`src/rtl/pc_sequencer.sv`:
```
// -----------------------------------------------------------------------------
// pc_sequencer
//   Owns the program counter and sequences next-PC selection for instruction
//   fetch. It starts and stops on trigger, increments by 4, redirects on a taken
//   branch, holds on stall, and inserts flush bubbles after a branch. A
//   misaligned branch target raises a sticky fault.
//
// Ports
//   clk          in   system clock, rising edge
//   rst_n        in   asynchronous active-low reset
//   trigger      in   run enable (1 = execute, 0 = return to IDLE)
//   stall        in   hold PC this cycle
//   pcsrc        in   branch/jump taken, target = pc + immext
//   immext       in   [DATA_WIDTH]    sign-extended branch offset
//   pc           out  [ADDRESS_WIDTH] current fetch address
//   fetch_valid  out  pc is a valid fetch this cycle
//   flush        out  squash in-flight instructions
//   fault        out  sticky misaligned-target fault
//   fetch_count  out  [32] number of accepted fetches (wraps)
//
// Every output is either a register or a decode of the state register, so
// there is no combinational path from any input to any output.
// -----------------------------------------------------------------------------
module pc_sequencer #(
  parameter int                         ADDRESS_WIDTH = 32,
  parameter int                         DATA_WIDTH    = 32,
  parameter logic [ADDRESS_WIDTH-1:0]   RESET_PC      = '0,
  parameter int                         FLUSH_CYCLES  = 2
) (
  input  logic                     clk,
  input  logic                     rst_n,
  input  logic                     trigger,
  input  logic                     stall,
  input  logic                     pcsrc,
  input  logic [DATA_WIDTH-1:0]    immext,
  output logic [ADDRESS_WIDTH-1:0] pc,
  output logic                     fetch_valid,
  output logic                     flush,
  output logic                     fault,
  output logic [31:0]              fetch_count
);

  typedef enum logic [1:0] {
    S_IDLE  = 2'd0,
    S_RUN   = 2'd1,
    S_FLUSH = 2'd2,
    S_FAULT = 2'd3
  } state_t;

  localparam logic [3:0] FLUSH_LOAD = 4'(FLUSH_CYCLES);

  state_t                   r_state,       w_state_nxt;
  logic [ADDRESS_WIDTH-1:0] r_pc,          w_pc_nxt;
  logic [31:0]              r_fetch_count, w_fetch_count_nxt;
  logic [3:0]               r_flush_cnt,   w_flush_cnt_nxt;

  logic [ADDRESS_WIDTH-1:0] w_target;
  logic [ADDRESS_WIDTH-1:0] w_pc_inc;

  // Both additions wrap modulo 2^ADDRESS_WIDTH. A negative immext gives a
  // backward branch through the two's-complement add.
  assign w_target = r_pc + immext[ADDRESS_WIDTH-1:0];
  assign w_pc_inc = r_pc + ADDRESS_WIDTH'(4);

  // Next-state and next-value logic.
  always_comb begin
    // NOTE: every signal assigned here receives a default first, so no path
    // leaves it unassigned and no latch is inferred.
    w_state_nxt       = r_state;
    w_pc_nxt          = r_pc;
    w_fetch_count_nxt = r_fetch_count;
    w_flush_cnt_nxt   = r_flush_cnt;

    if (!trigger) begin
      // Dropping trigger wins over every state rule. The fetch count is kept.
      w_state_nxt     = S_IDLE;
      w_pc_nxt        = RESET_PC;
      w_flush_cnt_nxt = '0;
    end else begin
      unique case (r_state)
        S_IDLE: begin
          // Leaving IDLE, pc is already RESET_PC, so the first fetch is there.
          w_state_nxt = S_RUN;
        end

        S_RUN: begin
          // While stalled, pcsrc is ignored. The issuer holds it until the
          // stall drops.
          if (!stall) begin
            w_fetch_count_nxt = r_fetch_count + 32'd1;
            if (!pcsrc) begin
              w_pc_nxt = w_pc_inc;
            end else if (w_target[1:0] != 2'b00) begin
              // A misaligned target freezes pc at the branch's own address.
              w_state_nxt = S_FAULT;
            end else begin
              w_pc_nxt = w_target;
              if (FLUSH_CYCLES > 0) begin
                w_state_nxt     = S_FLUSH;
                w_flush_cnt_nxt = FLUSH_LOAD;
              end
            end
          end
        end

        S_FLUSH: begin
          // The counter holds the remaining bubble count including this
          // cycle, so flush stays high for exactly FLUSH_CYCLES cycles.
          if (r_flush_cnt <= 4'd1) begin
            w_state_nxt     = S_RUN;
            w_flush_cnt_nxt = '0;
          end else begin
            w_flush_cnt_nxt = r_flush_cnt - 4'd1;
          end
        end

        S_FAULT: begin
          // Sticky state: the only exits are trigger=0 or reset.
          w_state_nxt = S_FAULT;
        end

        default: w_state_nxt = S_IDLE;
      endcase
    end
  end

  // State and datapath registers.
  always_ff @(posedge clk or negedge rst_n) begin
    if (!rst_n) begin
      r_state       <= S_IDLE;
      r_pc          <= RESET_PC;
      r_fetch_count <= '0;
      r_flush_cnt   <= '0;
    end else begin
      // NOTE: sequential state uses non-blocking assignments. Every register
      // then samples pre-edge values, whatever the statement order.
      r_state       <= w_state_nxt;
      r_pc          <= w_pc_nxt;
      r_fetch_count <= w_fetch_count_nxt;
      r_flush_cnt   <= w_flush_cnt_nxt;
    end
  end

  assign pc          = r_pc;
  assign fetch_count = r_fetch_count;
  assign fetch_valid = (r_state == S_RUN);
  assign flush       = (r_state == S_FLUSH);
  assign fault       = (r_state == S_FAULT);

endmodule

```
`config.mk`:
```
export PLATFORM = sky130hd
export DESIGN_NAME = pc_sequencer
export DESIGN_NICKNAME = d
export VERILOG_FILES = /design/src/rtl/pc_sequencer.sv
export SDC_FILE = /design/constraint.sdc
export NUM_CORES = 1
export LEC_CHECK = 0
export ABC_AREA = 1
export CAP_MARGIN = 15
export CORE_ASPECT_RATIO = 0.8
export CORE_MARGIN = 10
export CORE_UTILIZATION = 30
export CTS_BUF_LIST = sky130_fd_sc_hd__clkbuf_4 sky130_fd_sc_hd__clkbuf_8 sky130_fd_sc_hd__clkbuf_16
export DETAILED_ROUTE_END_ITERATION = 10
export SYNTH_ARGS = -nofsm -noshare
export SYNTH_HDL_FRONTEND = slang
export SYNTH_SLANG_ARGS = --single-unit
```
`constraint.sdc`:
```
create_clock -name clk -period 1.9 [get_ports clk]
set_input_delay 0.475 -clock clk [delete_from_list [all_inputs] [get_ports clk]]
set_output_delay 0.475 -clock clk [all_outputs]
set_load 0.02 [all_outputs]
```
==> out/metrics.yaml, run 1 <==
outcome: "finished with violations"
violations: "setup timing"
reg2reg_slack_ps: -50
max_cap_violations: 0
clk_latency_ps: 350
synth_area_um2: 6740
reg2reg_depth: 11
criticalPathCategory: "reg2reg"
drt-initial-drc-count: 672
synthCells: 1129
utilization: 0.482
avgSynthCellArea_um2: 5.97
finalNonFillerCells: 1685
wirelength_um: 25900
synth_warnings: 0
crit_arrival_ps: 2190
sw_frac_of_total: 0.464
die_w_um: 188
clk_pin_slew_ps: 60
cts_sinks: 70
final_area_um2: 10500
slew_headroom: 0.653
p_leak_nw: 5.71
cp_max_fo: 4
pwr-share-comb: 0.639
diodes: 0
grt_pass1_wl_um: 40600
vias: 7975
cts.path.max_buffers: 2
post-dp-hpwl_um: 20200
synthMostInstantiatedCell: "nand2_1"
synth.area.top_cells: "dfrtp_1 26%, nand2_1 23%, inv_1 11%"
ir_drop_v: 0.000611
layout.nets: 1454
fin_crit_sh: 1.03
synthTopCellsByCount: "418 x nand2_1, 197 x inv_1, 115 x nor2_1, 79 x nand3_1, 70 x dfrtp_1"
ys_async_sr_fraction: 1.00
setup_viol: 21
critPathRequiredTime_ps: 2140
antenna_found_initial: 0
p_per_area_nw_per_um2: 1050
grt_max_degree: 34
fin_crit_ps: 1950
pre_cts_ws_ps: -765
pwr-share-clk: 0.163
grt_pass1_vias: 7629
root_buffer: "clkbuf_16"
crit_path_end_kind: "flip-flop"
fin_skew_ps: 14.7
num_rows: 48
viasPerCell: 4.73
setup_ws_ps: -53.4
routabilityCongestion: 0.987
ys_seq_area_frac: 0.260
synth_edf_count: 0
syn_to_final_growth_pct: 55.9
avgRoutedWirePerCell_um: 15.4
critPathLaunch: "pc[14]$_DFFE_PN0P_"
track_usage: 0.172
place_area_um2: 9190
hold_viol_final: 0
grt_overflow_total: 0
dr.pass1.iters: 5
rsz0062_at_grt: "yes"
seq_power_share: 0.198
r2r-start: "pc[14]$_DFFE_PN0P_"
max_freq_mhz: 512
drc: 0
io_pins: 104
hold_class: "in2async"
dp_cells: 1654
postRouteAntennaNets: 0
netlist.area_leader.share: 0.260
cp-start-kind: "flip-flop"
fin_setup_tns_ps: -537
synth_cell_types: 40
ys.flop_type: "dfrtp_1"
htreeDepth: 3
syn_nets: 1202
ys_seq_elements: 70
synth_area_leader_cell: "dfrtp_1"
drive_gt1_frac: 0.277
portBuffers: 103
cts_buffers: 9
start_util: 0.309
final_max_slew_viol_count: 0
die_y_um: 154
p_int_w: 0.00589
worst_pin_slew_ps: 521
switching_power_w: 0.00509
r2r_end: "pc[29]$_DFFE_PN0P_"
cp-endpoint: "pc[29]$_DFFE_PN0P_"
cts_tree: "yes"
die-area_um2: 28900
core_area_um2: 21800
==> power by group through the flow <==
| stage | clock network, W | registers [W] | logic [W] |
|---|---|---|---|
| global route | 0.00187 | 0.00221 | 0.00766 |
| floorplan | 0 | 0.00250 | 0.00272 |
| global placement | 0 | 0.00211 | 0.00590 |
| detailed placement | 0 | 0.00211 | 0.00593 |
| CTS | 0.00181 | 0.00216 | 0.00643 |
| finish | 0.00179 | 0.00218 | 0.00702 |
==> critical path, stage by stage, from the launching register on <==
cell,delay (ps)
dfrtp_1,460
ha_4,330
nand2_2,90
buf_4,140
nor2_2,150
nand2_1,180
nor2_1,150
nand2_2,70
nand3_1,70
nand3_1,80
nand2_1,70
nand2_1,40
==> per-stage QoR <==
stage | power (W) | hold slack [ps]
final | 0.0110 | 101
after detailed placement | 0.00804 | 482
after global placement | 0.00801 | 479
after floorplan | 0.00521 | 179
after global routing | 0.0117 | 131
after CTS | 0.0104 | 112
==> sequential cells by signal, indices dropped and copies added, names as in the netlist <==
| register | count |
|---|---|
| r_flush_cnt | 4 |
| fetch_count | 32 |
| r_state | 2 |
| pc | 32 |
==> worst min path at each step <==
stage                     start  slack, ps                          to  cells past startpoint
after floorplan           rst_n        180  fetch_count[0]$_DFFE_PN0P_                      0
after detailed placement  rst_n        480          pc[29]$_DFFE_PN0P_                      1
after global routing      rst_n        130          pc[26]$_DFFE_PN0P_                      1
after global placement    rst_n        480          pc[29]$_DFFE_PN0P_                      1
after CTS                 rst_n        110           pc[4]$_DFFE_PN0P_                      1
final                     rst_n        100          pc[28]$_DFFE_PN0P_                      1
==> what timing repair did <==
action | CTS | global route
endpoints found under the setup margin | 90 | 45
pin swaps | 20 | 38
gates cloned | 2 | 0
gates resized for setup | 190 | 124
hold buffers | 0 | 0
setup buffers | 5 | 9
==> layout make-up <==
cell class / instances / area, µm²
Sequential cell: 70 / 1760
Timing Repair Buffer: 251 / 2160
Tap cell: 300 / 375
Multi-Input combinational cell: 846 / 5120
Fill cell: 2188 / 11300
Timing Repair inverter: 1 / 11.3
Clock inverter: 3 / 45.0
Clock buffer: 12 / 260
Inverter: 202 / 773
==> metal layers <==
| metal | vias up | global-route usage | wire length, µm |
|---|---|---|---|
| met4 | 0 | 0.0414 | 360 |
| met5 | - | 0 | 0 |
| li1 | 4012 | - | - |
| met3 | 33 | 0.0409 | 2030 |
| met2 | 285 | 0.252 | 10900 |
| met1 | 3645 | 0.247 | 12600 |
==> cells in the final DEF (no fill, tap or decap), types with 5 or more instances in the layout <==
cell type,netlist,layout
nor3_1,22,15
dlygate4sd2_1,0,73
a21oi_1,50,16
nor2_1,115,81
nor2_4,4,13
o21ai_0,32,19
nand4_1,11,11
nand3_2,0,9
xor2_1,30,30
buf_4,0,140
nand2_1,418,363
dfrtp_1,70,65
clkbuf_16,0,9
inv_2,3,12
ha_4,0,28
o21ai_1,0,10
xnor2_1,10,10
dlymetal6s2s_1,0,16
ha_1,35,7
nand3_1,79,69
inv_1,197,186
nor2_2,1,26
clkdlybuf4s50_1,0,12
dfrtp_2,0,5
nor3_2,3,9
nand2_2,3,51
nand2_4,2,9
a21oi_2,0,33
==> cell families after synthesis <==
kind of cell | count (synthesis) | synth area share
AND/OR/NAND/NOR | 672 | 0.421
buffers and inverters | 213 | 0.120
AO/OA/AOI/OAI | 97 | 0.0773
flip-flops | 70 | 0.260
XOR/XNOR | 41 | 0.0544
adder cells (fa/ha/maj) | 36 | 0.0680
Note: power is estimated with default switching activity, not from simulation.
==> inputs of run 2 (changes only) <==
--- a/config.mk
+++ b/config.mk
@@ -14,2 +14,3 @@
 export DETAILED_ROUTE_END_ITERATION = 10
+export SETUP_SLACK_MARGIN = 0.15
 export SYNTH_ARGS = -nofsm -noshare
==> constraint.sdc (replaced) <==
create_clock -name clk -period 1.9 [get_ports clk]
set_input_delay 0.38 -clock clk [delete_from_list [all_inputs] [get_ports clk]]
set_output_delay 0.38 -clock clk [all_outputs]
set_load 0.02 [all_outputs]
==> out/metrics.yaml, run 2 (synthesis results as in run 1) <==
drive_gt1_frac: 0.226  # -0.0509
critPathRequiredTime_ps: 2150  # about the same
finalPower_w: 0.0106  # -3.5%
fin_setup_tns_ps: -2190  # -1660 ps
pwr-share-clk: 0.181  # +0.018
diodes: 0  # unchanged
criticalPathCategory: "reg2reg"
io_pins: 104  # unchanged
htreeDepth: 3  # unchanged
die-area_um2: 28900  # unchanged
hold_viol_final: 0  # unchanged
start_util: 0.309  # unchanged
setup_viol: 34  # +62%
crit_path_end_kind: "flip-flop"
grt_overflow_total: 0  # unchanged
p_int_w: 0.00575  # -2.4%
die_y_um: 154  # unchanged
cts_tree: "yes"
clk_latency_ps: 350  # about the same
vias: 8066  # +1.1%
final_common_cell: "nand2_1"
root_buffer: "clkbuf_16"
pwr-share-comb: 0.616  # -0.023
avgRoutedWirePerCell_um: 15.3  # -0.43%
fin_crit_ps: 2000  # +44.0 ps
viasPerCell: 4.78  # +1.0%
rsz0062_at_grt: "yes"
worst_pin_slew_ps: 471  # -49.2 ps
max_cap_violations: 0  # unchanged
seq_power_share: 0.203  # +0.005
core_area_um2: 21800  # unchanged
fin_skew_ps: 11.2  # -3.51 ps
drc: 0  # unchanged
fin_crit_sh: 1.05  # +0.0232
postRouteAntennaNets: 0  # unchanged
crit_arrival_ps: 2240  # +50 ps
syn_to_final_growth_pct: 52.3
drt-initial-drc-count: 721  # +7.3%
final_max_slew_viol_count: 0  # unchanged
slew_headroom: 0.686  # +0.0328
dr.pass1.iters: 5  # unchanged
setup_ws_ps: -97.4  # -44.0 ps
post-dp-hpwl_um: 20200  # +0.26%
portBuffers: 103  # unchanged
p_per_area_nw_per_um2: 1030  # -1.2%
grt_pass1_vias: 7853  # +2.9%
antenna_found_initial: 0  # unchanged
pre_cts_ws_ps: -683  # +81.6 ps
track_usage: 0.173  # +0.00128
p_leak_nw: 5.55  # -2.8%
ir_drop_v: 0.000471  # -23%
final_cell_mix: "391 x nand2_1, 191 x inv_1, 135 x buf_4"
layout.nets: 1455  # +0.069%
violations: "setup timing"
sw_frac_of_total: 0.458  # -0.00577
switching_power_w: 0.00486  # -4.7%
cp_max_fo: 9  # +5
r2r_end: "pc[4]$_DFFE_PN0P_"
r2r-start: "pc[0]$_DFFE_PN0P_"
num_rows: 48  # unchanged
die_w_um: 188  # unchanged
routabilityCongestion: 0.958  # -2.9%
cts_sinks: 70  # unchanged
reg2reg_slack_ps: -100  # -40 ps
reg2reg_depth: 10  # -1
cp-endpoint: "pc[4]$_DFFE_PN0P_"
critPathLaunch: "pc[0]$_DFFE_PN0P_"
cts.path.max_buffers: 2  # unchanged
cp-start-kind: "flip-flop"
grt_max_degree: 41  # +21%
hold_class: "reg2reg"
wirelength_um: 25800  # -0.31%
cts_buffers: 9  # unchanged
clk_pin_slew_ps: 60  # about the same
outcome: "finished with violations"
max_freq_mhz: 501  # -2.2%
grt_pass1_wl_um: 40800  # +0.54%
## run 2: cell types whose count changed in the layout (fill, tap and decap cells not counted), moves of 6 or more
cell and change:
a21oi_2 -8, clkdlybuf4s50_1 +14, dlygate4sd2_1 -6, dlymetal6s2s_1 -11, ha_1 +9, ha_4 -9, inv_2 -6, nand2_1 +28
nand2_2 -23, nor2_1 +19, nor2_2 -14
## run 2: how the worst min path moves through the flow
| stage | startpoint | to | slack [ps] | cells after the start |
|---|---|---|---|---|
| 4_1_cts | fetch_count[18]$_DFFE_PN0P_ | fetch_count[18]$_DFFE_PN0P_ | 520 | 1 |
| 3_3_place_gp | rst_n | pc[29]$_DFFE_PN0P_ | 360 | 1 |
| 3_5_place_dp | rst_n | pc[30]$_DFFE_PN0P_ | 370 | 1 |
| 6_report | fetch_count[18]$_DFFE_PN0P_ | fetch_count[18]$_DFFE_PN0P_ | 510 | 1 |
| 2_1_floorplan | rst_n | fetch_count[0]$_DFFE_PN0P_ | 80 | 0 |
| 5_1_grt | fetch_count[1]$_DFFE_PN0P_ | fetch_count[1]$_DFFE_PN0P_ | 560 | 2 |
## run 2: through the flow
step           std cells  area, µm²  utilization  hold slack, ps
3_5_place_dp        1651       9190        0.422             366
3_3_place_gp        1651       9190        0.422             358
5_1_grt             1687      10300        0.471             556
6_report            1687      10300        0.471             509
4_1_cts             1682      10000        0.459             516
2_1_floorplan       1129       6850            -            84.4
## run 2: metal layers
| metal | up-vias | routed length (µm) | GRT usage |
|---|---|---|---|
| li1 | 4006 | - | - |
| met1 | 3705 | 12200 | 0.245 |
| met2 | 323 | 10900 | 0.260 |
| met3 | 32 | 2320 | 0.0414 |
| met4 | 0 | 335 | 0.0388 |
| met5 | - | 0 | 0 |
## run 2: power by group through the flow
stage	logic, W	registers (W)	clock network (W)
final	0.00653	0.00216	0.00192
after global routing	0.00719	0.00218	0.00202
after CTS	0.00628	0.00213	0.00196
after detailed placement	0.00590	0.00212	0
after global placement	0.00586	0.00213	0
after floorplan	0.00275	0.00251	0
## run 2: timing repair
| item | in CTS | in global routing |
|---|---|---|
| gates cloned | 3 | 1 |
| pin swaps | 21 | 27 |
| resized for setup | 179 | 50 |
| setup endpoints to repair | 105 | 59 |
| setup buffers | 11 | 4 |
| hold buffers | 1 | 0 |
| hold endpoints to repair | 23 | 0 |
## run 2: final cells by class
class | count | area, µm²
clock buffers | 11 | 246
clock inverters | 5 | 82.6
fillers | 2217 | 11500
inverters | 202 | 787
multi-input cells | 846 | 4830
flip-flops and latches | 70 | 1760
well taps | 300 | 375
repair buffers | 251 | 2150
repair inverters | 2 | 27.5
## run 2: worst max-delay path, cell delays in order (launching register included)
cell	delay, ps
dfrtp_2	390
ha_4	140
inv_2	30
fa_2	520
nand2_2	80
nand2_2	80
nand2_4	60
nor2_4	140
buf_12	170
inv_16	60
o32ai_4	200
==> RTL edit (config.mk and constraints of run 1) <==
Put a register stage on the output `fault`, with the module's reset. The value now appears one clock later. The other outputs are not delayed to match.
--- a/src/rtl/pc_sequencer.sv
+++ b/src/rtl/pc_sequencer.sv
@@ -145,7 +145,13 @@
   assign fetch_count = r_fetch_count;
   assign fetch_valid = (r_state == S_RUN);
   assign flush       = (r_state == S_FLUSH);
-  assign fault       = (r_state == S_FAULT);
+  always_ff @(posedge clk or negedge rst_n) begin
+    if (!rst_n) begin
+      fault <= '0;
+    end else begin
+      fault <= (r_state == S_FAULT);
+    end
+  end
 
 endmodule
 
Formal check against the unedited RTL: not equivalent (a bounded check fails within 4 cycles, from zero or initial values and one cycle with rst_n low).
==> RTL edit against run 1 <==
The flow still finishes with violations (negative setup slack); global-route usage fell by 0.26 points; cell count fell by 1.2%; sequential cell count rose by 1; via count fell by 2.4%; die area rose by 0.38%; utilization fell by 1.3 points; non-clock buffer count fell by 2; design area fell by 0.35%; routed wire length fell by 1.7%; power fell by 7.6%; area after synthesis rose by 0.43%; setup slack got worse by 0.058 ns.
==> RTL edit: results (changes against run 1) <==
CP delay by family, top=adder cells; nets@finish=1426 (-1.9%); worst hold path type=in -> async; launching point of the worst reg2reg path=pc[0]; gp weighted congestion=0.888 (-10%); critical path data arrival time=2.29 ns (+0.10 ns); sequential fraction of the synthesis area=0.263 (+0.00259); dpl hpwl=20000 um (-0.77%); Clock Skew=0.00948 ns (-0.00525 ns); Total GRT Usage=0.170 (-0.00260); synth top area cells=dfrtp_1, nand2_1, inv_1; Root Driver=clkbuf_16; static leakage=5.74 nW (+0.54%); largest net degree at the start of global routing=36 (+5.9%); Largest stage delay, worst path=0.52 ns (+0.06 ns); top cells by count, synth=nand2_1, inv_1, nor2_1; Mapped Nets=1178 (-2.0%); Synth Warn #=0 (unchanged); initial DRC count=510 (-24%); count of different cell masters after synthesis=44 (+10%); cts bufs inserted=9 (unchanged); final setup vio count=19 (-9.5%); drt pass-1 iters=5 (unchanged); drt wl/cell=15.3 um (-0.46%); VDD IR-drop max=0.517 mV (-15%); layout cells sized above 1=0.261 (-0.0158); vias per cell=4.68 (-1.2%); Worst-Margin Slew=0.515 ns (-0.00546 ns); switching pwr=4.65 mW (-8.7%); comb pwr=6.22 mW (-11%); vias in the first global route=7556 (-0.96%); failing checks=negative setup slack; Worst path slowest cell=fa_2; reg2reg end=pc[14]; setup ws final=-0.111 ns (-0.0577 ns); hold slack final=0.00619 ns (-0.0949 ns); first-pass GRT wire length=40200 um (-1.1%); CTS Buffer Depth=2 (unchanged); status=finished with violations; R2R depth=12 (+1); Place WS=-0.750 ns (+0.0145 ns); htree depth=3 (unchanged); crit path max fanout=4 (unchanged)
==> RTL edit: routing by layer <==
metal | up-vias | part of all wire | wire length [um] | track usage
met3 | 22 | 0.063 | 1600 | 0.0351
met5 | - | 0 | 0 | 0
li1 | 3942 | - | - | -
met4 | 0 | 0.012 | 308 | 0.0319
met1 | 3573 | 0.50 | 12600 | 0.243
met2 | 247 | 0.43 | 10900 | 0.257
==> RTL edit: logic make-up after synthesis <==
logic type	after synthesis	share of synthesized area
simple gates	650	0.416
buf+inv	207	0.119
compound gates	97	0.0778
flops	71	0.263
xor+xnor	44	0.0570
fa+ha+maj	36	0.0677
==> RTL edit: final cells by class <==
type                            instances  area, sq um
Clock buffer                            9          225
Clock inverter                          7         81.3
Fill cell                            2316        11800
Inverter                              195          744
Multi-Input combinational cell        827         5040
Sequential cell                        71         1780
Tap cell                              306          383
Timing Repair Buffer                  249         2210
==> RTL edit: worst max path at each step <==
stage,depth (start not counted),endpoint,from
2_1_floorplan,12,pc[16],pc[0]
3_3_place_gp,14,pc[28],immext[0]
3_5_place_dp,13,pc[17],immext[0]
4_1_cts,13,pc[31],immext[26]
5_1_grt,12,pc[14],pc[0]
6_report,12,pc[14],pc[0]
==> RTL edit: timing repair <==
item,in CTS,in global routing
endpoints found under the setup margin,87,46
gates cloned,1,0
hold endpoints to repair,0,0
pin swaps,29,20
gates resized for setup,197,90
setup buffers,5,5
==> RTL edit: per-stage QoR <==
step	TNS, ns	instances	total power [mW]	utilization	area [sq um]
after floorplan	-0.145	1105	4.92	-	6820
after global placement	-27.81	1637	7.37	0.413	9230
after detailed placement	-29.33	1637	7.42	0.413	9230
after CTS	-0.670	1659	9.78	0.453	10100
after global routing	-3.39	1664	10.9	0.469	10500
final	-0.768	1664	10.1	0.469	10500
